--- src/rtl/benes_cfg_scheduler_if.sv ---
`default_nettype none
// ============================================================================
// Module   : benes_cfg_scheduler_if
// Brief    : Config, data-beat and switch-setting bundle of benes_cfg_scheduler.
// Revision : 1.0
// ============================================================================
interface benes_cfg_scheduler_if #(
    parameter int SIZE    = 32,
    parameter int CTX_NUM = 4
);
    localparam int LAYER_NUM  = $clog2(SIZE);
    localparam int STAGE_NUM  = 2 * LAYER_NUM - 1;
    localparam int SWITCH_NUM = SIZE / 2;
    localparam int CTX_W      = $clog2(CTX_NUM);
    localparam int STG_W      = $clog2(STAGE_NUM);

    logic                                   cfg_valid;
    logic                                   cfg_ready;
    logic [CTX_W-1:0]                       cfg_ctx;
    logic [STG_W-1:0]                       cfg_stage;
    logic [SWITCH_NUM-1:0]                  cfg_bits;
    logic                                   cfg_last;
    logic                                   in_valid;
    logic                                   in_ready;
    logic [CTX_W-1:0]                       in_ctx;
    logic [SWITCH_NUM-1:0][0:STAGE_NUM-1]   switch_set;
    logic                                   out_valid;
    logic [CTX_W-1:0]                       out_ctx;
    logic [CTX_NUM-1:0]                     ctx_ready_map;
    logic                                   err_cfg;

    modport slave (
        input  cfg_valid, cfg_ctx, cfg_stage, cfg_bits, cfg_last, in_valid, in_ctx,
        output cfg_ready, in_ready, switch_set, out_valid, out_ctx, ctx_ready_map, err_cfg
    );

    modport master (
        output cfg_valid, cfg_ctx, cfg_stage, cfg_bits, cfg_last, in_valid, in_ctx,
        input  cfg_ready, in_ready, switch_set, out_valid, out_ctx, ctx_ready_map, err_cfg
    );
endinterface
`default_nettype wire

--- src/rtl/benes_cfg_scheduler.sv ---
`default_nettype none
// ============================================================================
// Module   : benes_cfg_scheduler
// Brief    : Context switch-setting scheduler for a pipelined Benes network.
//            Optional BENES_CFG_STAGE_MASK_EN: promote only fully written contexts.
// Revision : 1.0
// ============================================================================
module benes_cfg_scheduler #(
    parameter int SIZE      = 32,
    parameter int STAGE_LAT = 1,
    parameter int CTX_NUM   = 4
) (
    input  wire logic             clk,
    input  wire logic             rst_n,
    benes_cfg_scheduler_if.slave  sched_if
);
    localparam int LAYER_NUM  = $clog2(SIZE);
    localparam int STAGE_NUM  = 2 * LAYER_NUM - 1;
    localparam int SWITCH_NUM = SIZE / 2;
    localparam int CTX_W      = $clog2(CTX_NUM);
    localparam int STG_W      = $clog2(STAGE_NUM);
    localparam int CNT_W      = $clog2(STAGE_NUM * STAGE_LAT + 1);
    // Last tap feeds out_valid; at STAGE_LAT=1 this is (STAGE_NUM-1)*STAGE_LAT+1.
    localparam int PIPE_D     = STAGE_NUM * STAGE_LAT;
    localparam logic [STG_W-1:0] STAGE_MAX = STG_W'(STAGE_NUM - 1);

    typedef enum logic [1:0] {
        CTX_EMPTY   = 2'd0,
        CTX_LOADING = 2'd1,
        CTX_READY   = 2'd2
    } ctx_state_t;

    ctx_state_t                     state_q    [CTX_NUM];
    ctx_state_t                     state_d    [CTX_NUM];
    logic [CNT_W-1:0]               inflight_q [CTX_NUM];
    logic [CNT_W-1:0]               inflight_d [CTX_NUM];
    logic [SWITCH_NUM-1:0]          table_q    [CTX_NUM][STAGE_NUM];
    logic [PIPE_D-1:0]              pipe_vld_q;
    logic [PIPE_D-1:0][CTX_W-1:0]   pipe_ctx_q;
    logic                           err_q;
    logic                           err_d;
`ifdef BENES_CFG_STAGE_MASK_EN
    logic [CTX_NUM-1:0][STAGE_NUM-1:0] mask_q;
    logic [CTX_NUM-1:0][STAGE_NUM-1:0] mask_d;
    logic [STAGE_NUM-1:0]              mask_new;
`endif

    logic                           cfg_fire;
    logic                           cfg_stage_ok;
    logic                           in_accept;
    logic [CTX_W-1:0]               pipe_ctx_in;
    logic [CTX_NUM-1:0]             ready_map;
    logic [SWITCH_NUM-1:0]          stage_set  [STAGE_NUM];
    logic [SWITCH_NUM-1:0][0:STAGE_NUM-1] sw_set;

    assign cfg_fire      = sched_if.cfg_valid & sched_if.cfg_ready;
    assign cfg_stage_ok  = (sched_if.cfg_stage <= STAGE_MAX);
    assign in_accept     = sched_if.in_valid & sched_if.in_ready;
    assign pipe_ctx_in   = in_accept ? sched_if.in_ctx : '0;

    assign sched_if.cfg_ready     = (inflight_q[sched_if.cfg_ctx] == '0);
    // A same-cycle write turns the context LOADING on this edge, so the beat must wait.
    assign sched_if.in_ready      = ready_map[sched_if.in_ctx] &
                                    ~(cfg_fire & cfg_stage_ok & (sched_if.cfg_ctx == sched_if.in_ctx));
    assign sched_if.ctx_ready_map = ready_map;
    assign sched_if.switch_set    = sw_set;
    assign sched_if.out_valid     = pipe_vld_q[PIPE_D-1];
    assign sched_if.out_ctx       = pipe_ctx_q[PIPE_D-1];
    assign sched_if.err_cfg       = err_q;

    always_comb begin
        ready_map = '0;
        for (int c = 0; c < CTX_NUM; c++) begin
            ready_map[c] = (state_q[c] == CTX_READY);
        end
    end

    always_comb begin
        sw_set       = '0;
        stage_set[0] = in_accept ? table_q[sched_if.in_ctx][0] : '0;
        for (int s = 1; s < STAGE_NUM; s++) begin
            stage_set[s] = pipe_vld_q[s*STAGE_LAT-1] ?
                           table_q[pipe_ctx_q[s*STAGE_LAT-1]][s] : '0;
        end
        for (int w = 0; w < SWITCH_NUM; w++) begin
            for (int s = 0; s < STAGE_NUM; s++) begin
                sw_set[w][s] = stage_set[s][w];
            end
        end
    end

    always_comb begin
        err_d = 1'b0;
        for (int c = 0; c < CTX_NUM; c++) begin
            state_d[c] = state_q[c];
        end
`ifdef BENES_CFG_STAGE_MASK_EN
        mask_d   = mask_q;
        mask_new = '0;
`endif
        if (cfg_fire) begin
            if (!cfg_stage_ok) begin
                err_d = 1'b1;
            end else begin
                state_d[sched_if.cfg_ctx] = CTX_LOADING;
`ifdef BENES_CFG_STAGE_MASK_EN
                mask_new = ((state_q[sched_if.cfg_ctx] == CTX_LOADING) ?
                            mask_q[sched_if.cfg_ctx] : '0) |
                           (STAGE_NUM'(1) << sched_if.cfg_stage);
                mask_d[sched_if.cfg_ctx] = mask_new;
                if (sched_if.cfg_last) begin
                    if (&mask_new) begin
                        state_d[sched_if.cfg_ctx] = CTX_READY;
                    end else begin
                        err_d = 1'b1;
                    end
                end
`else
                if (sched_if.cfg_last) begin
                    state_d[sched_if.cfg_ctx] = CTX_READY;
                end
`endif
            end
        end
    end

    always_comb begin
        for (int c = 0; c < CTX_NUM; c++) begin
            inflight_d[c] = inflight_q[c]
                          + CNT_W'(in_accept & (sched_if.in_ctx == CTX_W'(c)))
                          - CNT_W'(pipe_vld_q[PIPE_D-1] & (pipe_ctx_q[PIPE_D-1] == CTX_W'(c)));
        end
    end

    always_ff @(posedge clk) begin
        if (!rst_n) begin
            for (int c = 0; c < CTX_NUM; c++) begin
                state_q[c]    <= CTX_EMPTY;
                inflight_q[c] <= '0;
                for (int s = 0; s < STAGE_NUM; s++) begin
                    table_q[c][s] <= '0;
                end
            end
            pipe_vld_q <= '0;
            pipe_ctx_q <= '0;
            err_q      <= 1'b0;
`ifdef BENES_CFG_STAGE_MASK_EN
            mask_q     <= '0;
`endif
        end else begin
            for (int c = 0; c < CTX_NUM; c++) begin
                state_q[c]    <= state_d[c];
                inflight_q[c] <= inflight_d[c];
            end
            if (cfg_fire && cfg_stage_ok) begin
                table_q[sched_if.cfg_ctx][sched_if.cfg_stage] <= sched_if.cfg_bits;
            end
            pipe_vld_q <= {pipe_vld_q[PIPE_D-2:0], in_accept};
            pipe_ctx_q <= {pipe_ctx_q[PIPE_D-2:0], pipe_ctx_in};
            err_q      <= err_d;
`ifdef BENES_CFG_STAGE_MASK_EN
            mask_q     <= mask_d;
`endif
        end
    end
endmodule
`default_nettype wire

--- src/flat_wrapper.sv ---
// flat-port wrapper written by rule: the top's interface ports become plain ports
module benes_cfg_scheduler_flat 
#(
    parameter int SIZE      = 32,
    parameter int STAGE_LAT = 1,
    parameter int CTX_NUM   = 4
)
  (clk, rst_n, sched_if_cfg_valid, sched_if_cfg_ctx, sched_if_cfg_stage, sched_if_cfg_bits, sched_if_cfg_last, sched_if_in_valid, sched_if_in_ctx, sched_if_cfg_ready, sched_if_in_ready, sched_if_switch_set, sched_if_out_valid, sched_if_out_ctx, sched_if_ctx_ready_map, sched_if_err_cfg);
  benes_cfg_scheduler_if #(.SIZE(SIZE), .CTX_NUM(CTX_NUM)) sched_if_i ();
  input  wire logic clk;
  input  wire logic rst_n;
  input wire logic [$bits(sched_if_i.cfg_valid)-1:0] sched_if_cfg_valid;
  input wire logic [$bits(sched_if_i.cfg_ctx)-1:0] sched_if_cfg_ctx;
  input wire logic [$bits(sched_if_i.cfg_stage)-1:0] sched_if_cfg_stage;
  input wire logic [$bits(sched_if_i.cfg_bits)-1:0] sched_if_cfg_bits;
  input wire logic [$bits(sched_if_i.cfg_last)-1:0] sched_if_cfg_last;
  input wire logic [$bits(sched_if_i.in_valid)-1:0] sched_if_in_valid;
  input wire logic [$bits(sched_if_i.in_ctx)-1:0] sched_if_in_ctx;
  output wire logic [$bits(sched_if_i.cfg_ready)-1:0] sched_if_cfg_ready;
  output wire logic [$bits(sched_if_i.in_ready)-1:0] sched_if_in_ready;
  output wire logic [$bits(sched_if_i.switch_set)-1:0] sched_if_switch_set;
  output wire logic [$bits(sched_if_i.out_valid)-1:0] sched_if_out_valid;
  output wire logic [$bits(sched_if_i.out_ctx)-1:0] sched_if_out_ctx;
  output wire logic [$bits(sched_if_i.ctx_ready_map)-1:0] sched_if_ctx_ready_map;
  output wire logic [$bits(sched_if_i.err_cfg)-1:0] sched_if_err_cfg;
  assign sched_if_i.cfg_valid = sched_if_cfg_valid;
  assign sched_if_i.cfg_ctx = sched_if_cfg_ctx;
  assign sched_if_i.cfg_stage = sched_if_cfg_stage;
  assign sched_if_i.cfg_bits = sched_if_cfg_bits;
  assign sched_if_i.cfg_last = sched_if_cfg_last;
  assign sched_if_i.in_valid = sched_if_in_valid;
  assign sched_if_i.in_ctx = sched_if_in_ctx;
  assign sched_if_cfg_ready = sched_if_i.cfg_ready;
  assign sched_if_in_ready = sched_if_i.in_ready;
  assign sched_if_switch_set = sched_if_i.switch_set;
  assign sched_if_out_valid = sched_if_i.out_valid;
  assign sched_if_out_ctx = sched_if_i.out_ctx;
  assign sched_if_ctx_ready_map = sched_if_i.ctx_ready_map;
  assign sched_if_err_cfg = sched_if_i.err_cfg;
  benes_cfg_scheduler #(.SIZE(SIZE), .STAGE_LAT(STAGE_LAT), .CTX_NUM(CTX_NUM)) u_core (.clk(clk), .rst_n(rst_n), .sched_if(sched_if_i));
endmodule
--- config.mk ---
export PLATFORM = sky130hd
export DESIGN_NAME = benes_cfg_scheduler_flat
export DESIGN_NICKNAME = d
export VERILOG_FILES = /design/src/rtl/benes_cfg_scheduler_if.sv /design/src/rtl/benes_cfg_scheduler.sv /design/src/flat_wrapper.sv
export SDC_FILE = /design/constraint.sdc
export NUM_CORES = 1
export LEC_CHECK = 0
export ABC_CLOCK_PERIOD_IN_PS = 4800
export CORE_MARGIN = 1
export CORE_UTILIZATION = 59
export CTS_CLUSTER_SIZE = 14
export DETAILED_ROUTE_END_ITERATION = 10
export PLACE_DENSITY = 0.76
export SYNTH_ARGS = -nofsm -noshare
export SYNTH_HDL_FRONTEND = slang
export SYNTH_SLANG_ARGS = --single-unit
--- constraint.sdc ---
create_clock -name clk -period 4.8 [get_ports clk]
set_input_delay 0.96 -clock clk [delete_from_list [all_inputs] [get_ports clk]]
set_output_delay 0.96 -clock clk [all_outputs]
set_load 0.1 [all_outputs]
==> flow_summary.ini <==
[place]
port_buffers = 182
dp_slack_ns = 0.6405
dpl.hpwl_mm = 42.02
place.gp.congestion = 0.8576

[global_routing]
antenna_found_initial = 3
first_global_vias = 16791
grt-ovfl-total = 0
grt_use_total_pct = 28.71
grt_pass1_wl_mm = 100.8
grt_max_degree = 70

[worst_setup_path]
r2r_slack_ns = 1.36
endpoint = sched_if_switch_set[5]
path_cells = mux4_2 -> and2_1 -> clkdlybuf4s50_1
critPathMaxFanout = 17
startpoint_type = register
critical_path_depth = 3
worstReg2RegEnd = u_core.table_q[2][54]$_SDFFCE_PN0P_
path_buf_inv = 1
rr_startpoint = u_core.inflight_q[2][1]$_SDFF_PN0_
endpoint_kind = output pin
cpPeakStageDelay_ns = 1.17
cp.required_ns = 3.84
cp.arrival_ns = 3.29
slowest_stage = clkdlybuf4s50_1
crit_family = buffers and inverters
path_class = reg -> out
reg2reg_depth = 8
cp-startpoint = u_core.pipe_ctx_q[5]$_SDFF_PN0_

[logic_synthesis]
netlist_top_cells_area = edfxtp_1 (62%), mux4_2 (12%), nor2_1 (8.4%)
syn_area_um2 = 27710
ys_async_sr_fraction_pct = 0
synth_top_cell_area_share_pct = 62.41
synth_flop_cell = edfxtp_1
syn_nets = 2036
ys_ff_latch = 628
synth_edf_count = 576
syn_inst = 1987
yosysWarnings = 0
ys_types = 40
yosys.area.top_type = edfxtp_1
yosysSeqAreaShare_pct = 66.17
avgSynthCellArea_um2 = 13.95

[sta]
fin_crit_ns = 4.245
fin_tns_setup_ns = 0
max-slew-margin-rel_pct = 31.64
hold_violations = 0
tightest_slew_ns = 1.022
whs_ns = 0.4659
fin_skew_ns = 0.02313
drv_slew = 0
rsz0062_at_grt = false
fin_crit_sh_pct = 88.44
fin_ws_ns = 0.5549
setup_violations = 0
fmax_ghz = 0.2356

[cts]
clk_pin_slew_ns = 0.07
clock_latency_ns = 0.63
cts_max_path_buffers = 3
cts_buffers = 59
post_cts_resized = 0
cts_sinks = 628
root_buffer = clkbuf_16
postCtsHoldBufs = 0
cts_tree = yes
post_cts_buffers = 0
htree_levels = 2

[floorplan]
initial_core_util_pct = 59.65
dieHeight_um = 218.7
io-pin-count = 183
die_x_um = 218.7
fp.dieArea_um2 = 47840
core_um2 = 46460
std_cell_rows = 79

[power]
power.internal_mw = 8.903
cellLeakagePower_nw = 10.73
p_clk_share_pct = 40.8
swShare_pct = 21.53
power.switching_mw = 2.443
pwr-share-comb_pct = 4.6
cellPowerDensity_nw_per_um2 = 355.8
ir_worst_vdd_mv = 0.3400
p_seq_share_pct = 54.6

[finish]
drive_gt1_share_pct = 15.57
area_growth_pct = 15.06
layout_common_cells = nor2_1 (619), edfxtp_1 (576), and2_1 (168)
layout_commonest_cell = nor2_1
nets = 2175

[detailed_routing]
first_pass_iters = 10
viasPerCell = 6.067
ant_nets = 0
drc = 4
finalWirelength_mm = 67.30
drt-initial-drc-count = 1811
wl_per_cell_um = 24.15
vias = 16909

[run_status]
violations = design-rule violations
status = complete, but fails checks

[min_path]
hold_path_class = reg -> reg

[run]
maxCapViolCount = 0
## registers in the layout, summed over array words and instances (netlist names), named ones only
register,count
u_core.table_q,576
u_core.inflight_q,16
u_core.pipe_ctx_q,16
u_core.pipe_vld_q,9
u_core.sched_if.out_ctx,2
u_core.sched_if.err_cfg,1
## how the worst min path moves through the flow
| stage | end | depth (start not counted) |
|---|---|---|
| detailed placement | register | 2 |
| finish | register | 2 |
| global route | u_core.pipe_ctx_q[12]$_SDFF_PN0_ | 1 |
| floorplan | register | 2 |
| CTS | u_core.pipe_ctx_q[12]$_SDFF_PN0_ | 1 |
| global placement | u_core.pipe_ctx_q[12]$_SDFF_PN0_ | 1 |
## worst reg2reg max path: stages, from the launching register on
cell	delay, ns
dfxtp_1	0.35
or4_1	0.62
a222oi_1	0.42
buf_4	0.22
buf_4	0.39
nand3_1	0.13
buf_4	0.28
o21ai_1	0.42
buf_4	0.30
## per-stage QoR
stage / instances / cell area, um2 / util, % / total power, mW
3_3_place_gp: 2672 / 29960 / 64.48 / 6.798
5_1_grt: 2786 / 31880 / 68.63 / 11.62
4_1_cts: 2784 / 31880 / 68.62 / 11.37
6_report: 2787 / 31890 / 68.64 / 11.35
2_1_floorplan: 1987 / 27710 / - / 6.603
3_5_place_dp: 2672 / 29960 / 64.48 / 6.822
## kinds of logic after synthesis
| family | Yosys count | share of synthesized area (%) |
|---|---|---|
| AO/OA/AOI/OAI | 49 | 0.9752 |
| XOR/XNOR | 14 | 0.4425 |
| adder cells (fa/ha/maj) | 20 | 1.011 |
| buffers and inverters | 192 | 3.874 |
| flip-flops | 628 | 66.17 |
| multiplexers | 153 | 12.07 |
| AND/OR/NAND/NOR | 931 | 15.45 |
## power groups by stage
stage          Combinational, mW  Sequential (mW)  Clock [mW]
2_1_floorplan              0.313             6.29           0
5_1_grt                    0.547             6.20        4.87
4_1_cts                    0.519             6.19        4.66
6_report                   0.521             6.19        4.63
3_3_place_gp               0.507             6.29           0
3_5_place_dp               0.516             6.31           0
## cell type report
class	count	area, um2
clock inverters	31	242.7
repair buffers	244	2457
clock buffers	81	1682
fillers	3156	14570
diodes	3	7.507
multi-input cells	1167	8303
inverters	26	97.59
well taps	607	759.5
flip-flops and latches	628	18340
## synth_stat cells, drive strengths merged, types with 11 or more instances
cell type  instances
nor2             619
edfxtp           576
and2             168
mux4             145
buf               85
nand2             85
clkbuf            81
dfxtp             52
o21ai             37
inv               26
nand4             19
ha                16
nand3             11
## per-layer routing
| metal | track usage [%] | vias up | wire (um) | share of wire (%) |
|---|---|---|---|---|
| met5 | 0 | - | 0 | 0 |
| met1 | 38.06 | 8560 | 25180 | 37 |
| li1 | - | 7313 | - | - |
| met4 | 11.13 | 0 | 2495 | 3.7 |
| met2 | 47.36 | 896 | 33550 | 50 |
| met3 | 5.358 | 140 | 6071 | 9.0 |
Note: power is estimated with default switching activity, not from simulation.
